### src/rtl/uart_defs.sv
// Shared UART constants and FSM encodings.
// Used by both the transmit and receive stages.
package uart_defs;

  localparam int CLK_FREQ     = 50_000_000;
  localparam int BAUD         = 115_200;
  localparam int CLKS_PER_BIT = CLK_FREQ / BAUD;
  localparam int DATA_BITS    = 8;
  localparam int STOP_BITS    = 1;

  typedef enum logic [1:0] {
    IDLE  = 2'd0,
    START = 2'd1,
    DATA  = 2'd2,
    STOP  = 2'd3
  } uart_state_t;

endpackage

### src/rtl/uart_tx_fifo.sv
// Byte FIFO in front of the transmitter.
// First-word-fall-through: rd_data always shows the head.
module uart_tx_fifo #(
  parameter int DEPTH = 16
) (
  input  logic                     clk,
  input  logic                     rst,
  input  logic                     wr_en,
  input  logic [7:0]               wr_data,
  input  logic                     rd_en,
  output logic [7:0]               rd_data,
  output logic                     full,
  output logic                     empty,
  output logic [$clog2(DEPTH):0]   count
);

  localparam int AW = $clog2(DEPTH);

  logic [7:0]    mem [DEPTH];
  logic [AW-1:0] wr_ptr;
  logic [AW-1:0] rd_ptr;
  logic          wr_ok;
  logic          rd_ok;

  assign full    = (count == (AW+1)'(DEPTH));
  assign empty   = (count == '0);
  assign wr_ok   = wr_en && !full;
  assign rd_ok   = rd_en && !empty;
  assign rd_data = mem[rd_ptr];

  always_ff @(posedge clk) begin
    if (rst) begin
      wr_ptr <= '0;
      rd_ptr <= '0;
      count  <= '0;
    end else begin
      if (wr_ok) wr_ptr <= wr_ptr + AW'(1);
      if (rd_ok) rd_ptr <= rd_ptr + AW'(1);
      count <= count + (AW+1)'(wr_ok) - (AW+1)'(rd_ok);
    end
  end

  always_ff @(posedge clk) begin
    if (wr_ok) mem[wr_ptr] <= wr_data;
  end

endmodule

### src/rtl/uart_transmit.sv
// 8N1 serial transmitter with a write-side byte FIFO.
// FSM, baud counter and shift register live here.
module uart_transmit
  import uart_defs::*;
#(
  parameter int CLK_FREQ     = uart_defs::CLK_FREQ,
  parameter int BAUD         = uart_defs::BAUD,
  parameter int CLKS_PER_BIT = CLK_FREQ / BAUD,
  parameter int FIFO_DEPTH   = 16
) (
  input  logic                          clk,
  input  logic                          rst,
  input  logic [7:0]                    tx_data,
  input  logic                          tx_en,
  output logic                          tx_full,
  output logic [$clog2(FIFO_DEPTH):0]   tx_count,
  output logic                          tx_busy,
  output logic                          tx_overflow,
  output logic                          tx
);

  localparam int CW = (CLKS_PER_BIT > 1) ? $clog2(CLKS_PER_BIT) : 1;
  localparam int IW = $clog2(DATA_BITS);

  uart_state_t   state, state_d;
  logic [CW-1:0] cnt, cnt_d;
  logic [IW-1:0] idx, idx_d;
  logic [7:0]    shift, shift_d;
  logic          busy_d;
  logic          tx_d;
  logic          pop;
  logic          last;
  logic [7:0]    head;
  logic          empty;

  uart_tx_fifo #(
    .DEPTH (FIFO_DEPTH)
  ) u_fifo (
    .clk     (clk),
    .rst     (rst),
    .wr_en   (tx_en),
    .wr_data (tx_data),
    .rd_en   (pop),
    .rd_data (head),
    .full    (tx_full),
    .empty   (empty),
    .count   (tx_count)
  );

  assign last = (cnt == CW'(CLKS_PER_BIT - 1));

  always_comb begin
    state_d = state;
    cnt_d   = cnt;
    idx_d   = idx;
    shift_d = shift;
    busy_d  = tx_busy;
    pop     = 1'b0;
    unique case (state)
      IDLE: begin
        if (!empty) begin
          pop     = 1'b1;
          shift_d = head;
          state_d = START;
          cnt_d   = '0;
          busy_d  = 1'b1;
        end
      end
      START: begin
        if (last) begin
          state_d = DATA;
          cnt_d   = '0;
          idx_d   = '0;
        end else begin
          cnt_d = cnt + CW'(1);
        end
      end
      DATA: begin
        if (last) begin
          cnt_d   = '0;
          shift_d = shift >> 1;
          if (idx == IW'(DATA_BITS - 1)) state_d = STOP;
          else idx_d = idx + IW'(1);
        end else begin
          cnt_d = cnt + CW'(1);
        end
      end
      STOP: begin
        if (last) begin
          cnt_d = '0;
          // Chain straight into the next frame, no idle gap.
          if (!empty) begin
            pop     = 1'b1;
            shift_d = head;
            state_d = START;
          end else begin
            state_d = IDLE;
            busy_d  = 1'b0;
          end
        end else begin
          cnt_d = cnt + CW'(1);
        end
      end
      default: state_d = IDLE;
    endcase
    unique case (state_d)
      START:   tx_d = 1'b0;
      DATA:    tx_d = shift_d[0];
      default: tx_d = 1'b1;
    endcase
  end

  always_ff @(posedge clk) begin
    if (rst) begin
      state       <= IDLE;
      cnt         <= '0;
      idx         <= '0;
      shift       <= '0;
      tx_busy     <= 1'b0;
      tx          <= 1'b1;
      tx_overflow <= 1'b0;
    end else begin
      state       <= state_d;
      cnt         <= cnt_d;
      idx         <= idx_d;
      shift       <= shift_d;
      tx_busy     <= busy_d;
      tx          <= tx_d;
      tx_overflow <= tx_overflow | (tx_en & tx_full);
    end
  end

endmodule

### config.mk
export PLATFORM = sky130hd
export DESIGN_NAME = uart_transmit
export DESIGN_NICKNAME = d
export VERILOG_FILES = /design/src/rtl/uart_defs.sv /design/src/rtl/uart_tx_fifo.sv /design/src/rtl/uart_transmit.sv
export SDC_FILE = /design/constraint.sdc
export NUM_CORES = 1
export LEC_CHECK = 0
export CORE_MARGIN = 2
export CORE_UTILIZATION = 50
export DETAILED_ROUTE_END_ITERATION = 10
export GPL_TIMING_DRIVEN = 0
export MAX_ROUTING_LAYER = met4
export PLACE_DENSITY = 0.69
export REMOVE_ABC_BUFFERS = 1
export SETUP_SLACK_MARGIN = 0.05
export SLEW_MARGIN = 10
export SYNTH_ARGS = -nofsm -noshare
export SYNTH_HDL_FRONTEND = slang
export SYNTH_HIERARCHICAL = 1
export SYNTH_SLANG_ARGS = --single-unit
### constraint.sdc
create_clock -name clk -period 3.29 [get_ports clk]
set_clock_uncertainty 0.1 [all_clocks]
set_input_delay 0.4935 -clock clk [delete_from_list [all_inputs] [get_ports clk]]
set_output_delay 0.4935 -clock clk [all_outputs]
set_load 0.02 [all_outputs]
; ---- Word-level counts from Yosys, hierarchy flattened
; Memory sizes are Yosys's and may differ from the RTL's. A register that Yosys moved wholly into a read port is not among the register bits.
; Index checks and enable logic that the tools add are counted.
[word_totals]
n_memories = 1
mem_bits_rw = 128
inputBits = 11
wordCells = 77
output_inout_bits = 9
ff_bits = 38
[mem_list]
columns = name, words, word_bits, read_ports, rd_ports_with_merged_regs, wr, line
row1 = u_fifo.mem, 16, 8, 1, 1, 1, uart_tx_fifo.sv:19  ; logic [7:0] mem [DEPTH];
[classes]
bitwise_logic = 2
muxes = 30
add_sub_neg = 6
n_reduce_logical = 13
n_eq_ne = 14
[op_table]
columns = cell, count
row1 = $mux 8, 3
row2 = $pmux 8 s3, 1
row3 = $mux 9, 2
row4 = $pmux 9 s2, 1
row5 = $ne 2x2->1 const B, 6
row6 = $mux 2, 5
row7 = $add 9x1->9 const B, 1
row8 = $eq 9x9->1 const B, 1
row9 = $mux 3, 3
row10 = $add 4x1->4 const B, 2
row11 = $mux 1, 8
row12 = $mux 4, 2
row13 = $pmux 2 s4, 1
row14 = $reduce_and 4->1, 2
row15 = $eq 2x2->1 const B, 3
row16 = $pmux 1 s2, 3
row17 = $pmux 3 s2, 1
row18 = $add 5x1->5, 1
row19 = $eq 5x5->1 const B, 1
row20 = $logic_not 5->1, 1
row21 = $sub 5x1->5, 1
row22 = $eq 2x1->1 const B, 2
row23 = $reduce_bool 2->1, 2
row24 = $add 3x1->3 const B, 1
row25 = other kinds (9), 11

; ---- Depth between registers and ports, before layout
[logic_depth]
depth_word = 7
ltp_mapped = 17
ltp_nobuf = 15

; ---- Hierarchy
; Netlist, hierarchy kept.
[modules_own_cells]
columns = mod, n_inst, cells_per_inst, area_per_inst_um2, seq_area_each_um2
row1 = uart_tx_fifo, 1, 306, 5799.3, 4184.0
row2 = uart_transmit, 1, 178, 1537.7, 500.5

; ---- Worst setup path after synthesis
; OpenSTA, ideal clock, no wires.
[synth_timing]
path_kind = register to register
startpoint = register u_fifo.count[3]
endpoint = register u_fifo.count[4]
stages_incl_launch_ff = 18
t_arrival_ns = 3.430
period_less_slack_ns = 3.600
path_buffers = 2
t_required_ns = 3.120
setup_ns = 0.070
path_slack_ns = -0.310
cell_sequence = dfxtp_1 inv_1 ha_1 or4b_1 inv_1 buf_2 clkbuf_1 nor3b_1 nand2_1 inv_1 ha_1 inv_1 ha_1 fa_1 a21oi_1 nor2_1 or3_1 a21oi_1
[synth_via]
elab_chain_len = 6
elab_cells_between_ends = 11
cone_classes = add/sub (2) / eq/ne (1) / mux (3) / reduce/logical (5)
[synth_lines]
columns = item, line
row1 = "start, declared", uart_tx_fifo.sv:14  ; output logic [$clog2(DEPTH):0] count
row2 = "start signal, assigned", uart_tx_fifo.sv:39  ; count <= count + (AW+1)'(wr_ok) - (AW+1)'(rd_ok);
row3 = $logic_not 5->1 *, uart_tx_fifo.sv:26  ; assign empty = (count == '0);
row4 = net empty, uart_transmit.sv:34  ; logic empty;
row5 = $mux 1 *, "uart_transmit.sv:61, uart_transmit.sv:92"
row6 = $mux 1, uart_transmit.sv:89  ; if (last) begin
row7 = $pmux 1 s2 *, uart_transmit.sv:59  ; unique case (state)
row8 = net pop, uart_transmit.sv:31  ; logic pop;
row9 = $logic_and 1x1->1 *, uart_tx_fifo.sv:28  ; assign rd_ok = rd_en && !empty;
row10 = $sub 5x1->5 *, uart_tx_fifo.sv:39
; Mark *: on every way through the listed nets, which the timed path passes. The rest lies on a longest branch.
; A chain may end at the register's enable or synchronous reset.

; ---- Worst setup path in the final report
[layout_timing]
startpoint = register u_fifo.count[2]
endpoint = register u_fifo.count[4]
; The elaborated chain is that of the path after synthesis.

==> out/results.txt <==
status - finished, final reports clean
Vias/cell - 6.00
GR Util met1 - 0.246
endpoints failing hold - 0
initial antenna violation count - 0
critical path fanouts, max - 4
GP Congestion - 0.822
Synth warnings - 6
post-synthesis sequential area ratio - 0.638
Hold Path Class - flop to flop
# port buffers - 19
LEAKAGE - 2.85 nW
Slew headroom - 0.274
VDD IR max - 0.542 mV
DR pass1 iterations - 5
crit-path max cell delay - 510 ps
final cycle utilization of the critical path - 0.962
Final setup viols - 0
fmax - 316 MHz
total track usage - 0.199
critical path capture point type - flop
Worst Path Arrival - 3420 ps
Final Net Count - 546
Seq cells post-synth - 170
Req. time, crit path - 3550 ps
pwr/cell area - 733 nW/µm²
WS Path Type - flop to flop
met2 Use GR - 0.326
overall routed net length - 14500 µm
Placed Area - 7710 µm²
CTS buffer count - 17
largest net degree at the start of global routing - 41
most frequent CP cell - inv_1
Area growth, synth to finish - 14.2%
Worst Hold Depth - 2
DRC viols - 0
vias in the first global route - 4253
Final Core Density - 0.581
design area - 8380 µm²
Vias - 4257
post-DP HPWL - 9270 µm
fraction of layout cells with a size suffix above 1 - 0.184
max_cap viols - 0
CP cell instances - inv_1 > ha_2 > or4b_4 > clkinvlp_4 > nor3b_4 > nand2_2 > inv_1 > ha_1 > inv_1 > ha_2 > fa_2 > a21oi_2 > nor2_1 > or3_1 > a21oi_1
Setup crit start kind - flop
worst hold slack - 376 ps
Clk Latency, worst-skew pair - 430 ps
core box area - 14400 µm²
Worst Reg-to-Reg Cells - 15
cell count after synthesis - 484
Ant. Diodes - 0
Post-synth EDFFs - 128
Initial Util - 0.509
Slew Viols, Final - 0
CTS Hold Buffers Added - 0
Synth async-reset ratio - 0
Ports - 20
Worst Max-Slew Pin Slew - 1080 ps
Top FF cell, synth - edfxtp_1
first-pass GRT wire length - 23100 µm
Rows - 44
M3 GR Usage - 0.0458
CTS tree - done
Antenna Nets Post-Route - 0
grt total ovfl - 0
DIE HEIGHT - 125 µm
Chip Width - 125 µm
CTS Root Cell - clkbuf_16
Placed Cells - 672
CTS H-tree depth - 4
most used routing layer - met2
minimum clock period - 3160 ps
synthesized area - 7340 µm²
full die area - 15700 µm²
starting DRC count in detailed routing - 361
mean area per synthesized cell - 15.2 µm²
Max stage delay cell, worst path - or4b_4
Synth cell types - 61
CTS sink cnt - 170
wire per inst - 20.4 µm
Max clock buf depth - 2
Post-Layout Cell Count - 710
Clk pin slew, worst setup/hold paths - 70 ps
==> per-stage QoR <==
stage          setup slack (ps)  setup TNS, ps  total power [mW]
5_1_grt                   -5.66          -5.66              6.44
2_1_floorplan              -142           -142              3.61
4_1_cts                    95.1              0              6.10
3_3_place_gp               -627          -5040              3.98
6_report                    125              0              6.15
3_5_place_dp               -505           -665              4.07
==> metal layers <==
metal,share of wire,wire [µm]
met4,0.016,232
met2,0.53,7650
met1,0.41,6000
met3,0.044,641
met5,0,0
==> layout make-up <==
class / count / area [µm²]
clock buffer: 18 / 429
clock inverter: 12 / 140
fill: 1117 / 6040
inverter: 20 / 78.8
multi-input combinational: 274 / 2510
sequential: 170 / 4690
tap: 184 / 230
timing repair buffer: 32 / 303
==> placed cells by master (no fill, tap or decap), types with 2 or more instances in the layout <==
cell,synthesis,layout
nor2b_1,3,3
mux2_2,6,6
a31oi_1,2,2
bufinv_16,0,2
mux4_1,14,14
mux4_2,18,18
a32o_1,6,6
and2_1,12,12
xnor2_1,4,4
nand3_1,6,6
clkbuf_16,0,17
o21ai_0,14,14
nand2_1,22,21
a21oi_1,23,22
clkdlybuf4s50_1,0,18
o31ai_1,2,2
inv_1,20,17
edfxtp_1,128,128
ha_2,0,4
clkinvlp_4,0,2
buf_4,1,12
dfxtp_2,0,4
nor4_2,0,4
dfxtp_1,42,38
nor3_1,5,5
inv_6,0,5
a221oi_1,2,2
xor2_1,5,5
a22oi_1,22,22
and3_1,6,6
nor2_1,40,40
nand3b_1,3,3
inv_2,0,2
or3_1,2,2
nor3b_1,5,4
nand4_1,2,2
ha_1,19,15
==> repair_timing <==
item,CTS,global route
setup buffers,4,4
hold endpoints to repair,0,0
pin swaps,1,3
endpoints found under the setup margin,4,1
gates resized for setup,6,9
==> synth_stat cells, types with 2 or more instances <==
cell type	number	share of area
edfxtp_1	128	0.52
dfxtp_1	42	0.11
nor2_1	40	0.020
a21oi_1	23	0.016
a22oi_1	22	0.023
nand2_1	22	0.011
inv_1	20	0.010
ha_1	19	0.032
mux4_2	18	0.055
mux4_1	14	0.050
o21ai_0	14	0.0096
and2_1	12	0.010
clkbuf_1	8	0.0041
a32o_1	6	0.0082
and3_1	6	0.0051
mux2_2	6	0.0092
nand3_1	6	0.0041
nor3_1	5	0.0034
nor3b_1	5	0.0051
xor2_1	5	0.0060
buf_2	4	0.0027
nor4_1	4	0.0034
xnor2_1	4	0.0048
buf_6	3	0.0046
clkdlybuf4s25_2	3	0.0041
nand3b_1	3	0.0031
nor2b_1	3	0.0026
a221oi_1	2	0.0024
a31oi_1	2	0.0017
nand4_1	2	0.0017
o31ai_1	2	0.0020
or3_1	2	0.0017
==> sequential cells by signal (all words and copies together) (netlist names), named ones only <==
name and count:
idx 3, u_fifo/count 5, cnt 9, shift 8, tx_busy 1, state 2
u_fifo/rd_ptr 4, tx_overflow 1, u_fifo/wr_ptr 4, u_fifo/mem 128, tx 1
==> power by group <==
part           total (mW)  internal [mW]  leakage (nW)  switching, mW
Sequential           2.61           2.45          1.50          0.160
Clock                1.95           1.12         0.277          0.824
Combinational        1.59          0.787          1.07          0.799
==> final timing paths <==
path | from | to | slack, ps
worst min register to register | tx_busy$_SDFFE_PP0P_ | tx_busy$_SDFFE_PP0P_ | 380
worst max-delay path | u_fifo/count[2]$_SDFF_PP0_ | u_fifo/count[4]$_SDFF_PP0_ | 130
worst max register to register | u_fifo/count[2]$_SDFF_PP0_ | u_fifo/count[4]$_SDFF_PP0_ | 130
worst min-delay path | tx_busy$_SDFFE_PP0P_ | tx_busy$_SDFFE_PP0P_ | 380
==> cell families after synthesis <==
group	synth area share
buffers and inverters	0.0273
adder cells (fa/ha/maj)	0.0351
AND/OR/NAND/NOR	0.0945
AO/OA/AOI/OAI	0.0779
multiplexers	0.116
XOR/XNOR	0.0107
flip-flops	0.638
==> worst max-delay path: cells and delay by family (launching register included) <==
family	cells	cell delay, ps
AO/OA/AOI/OAI	2	300
adder cells (fa/ha/maj)	4	1020
flip-flops	1	320
AND/OR/NAND/NOR	5	1040
buffers and inverters	4	310
No activity file was read; power rests on OpenSTA's default activity.
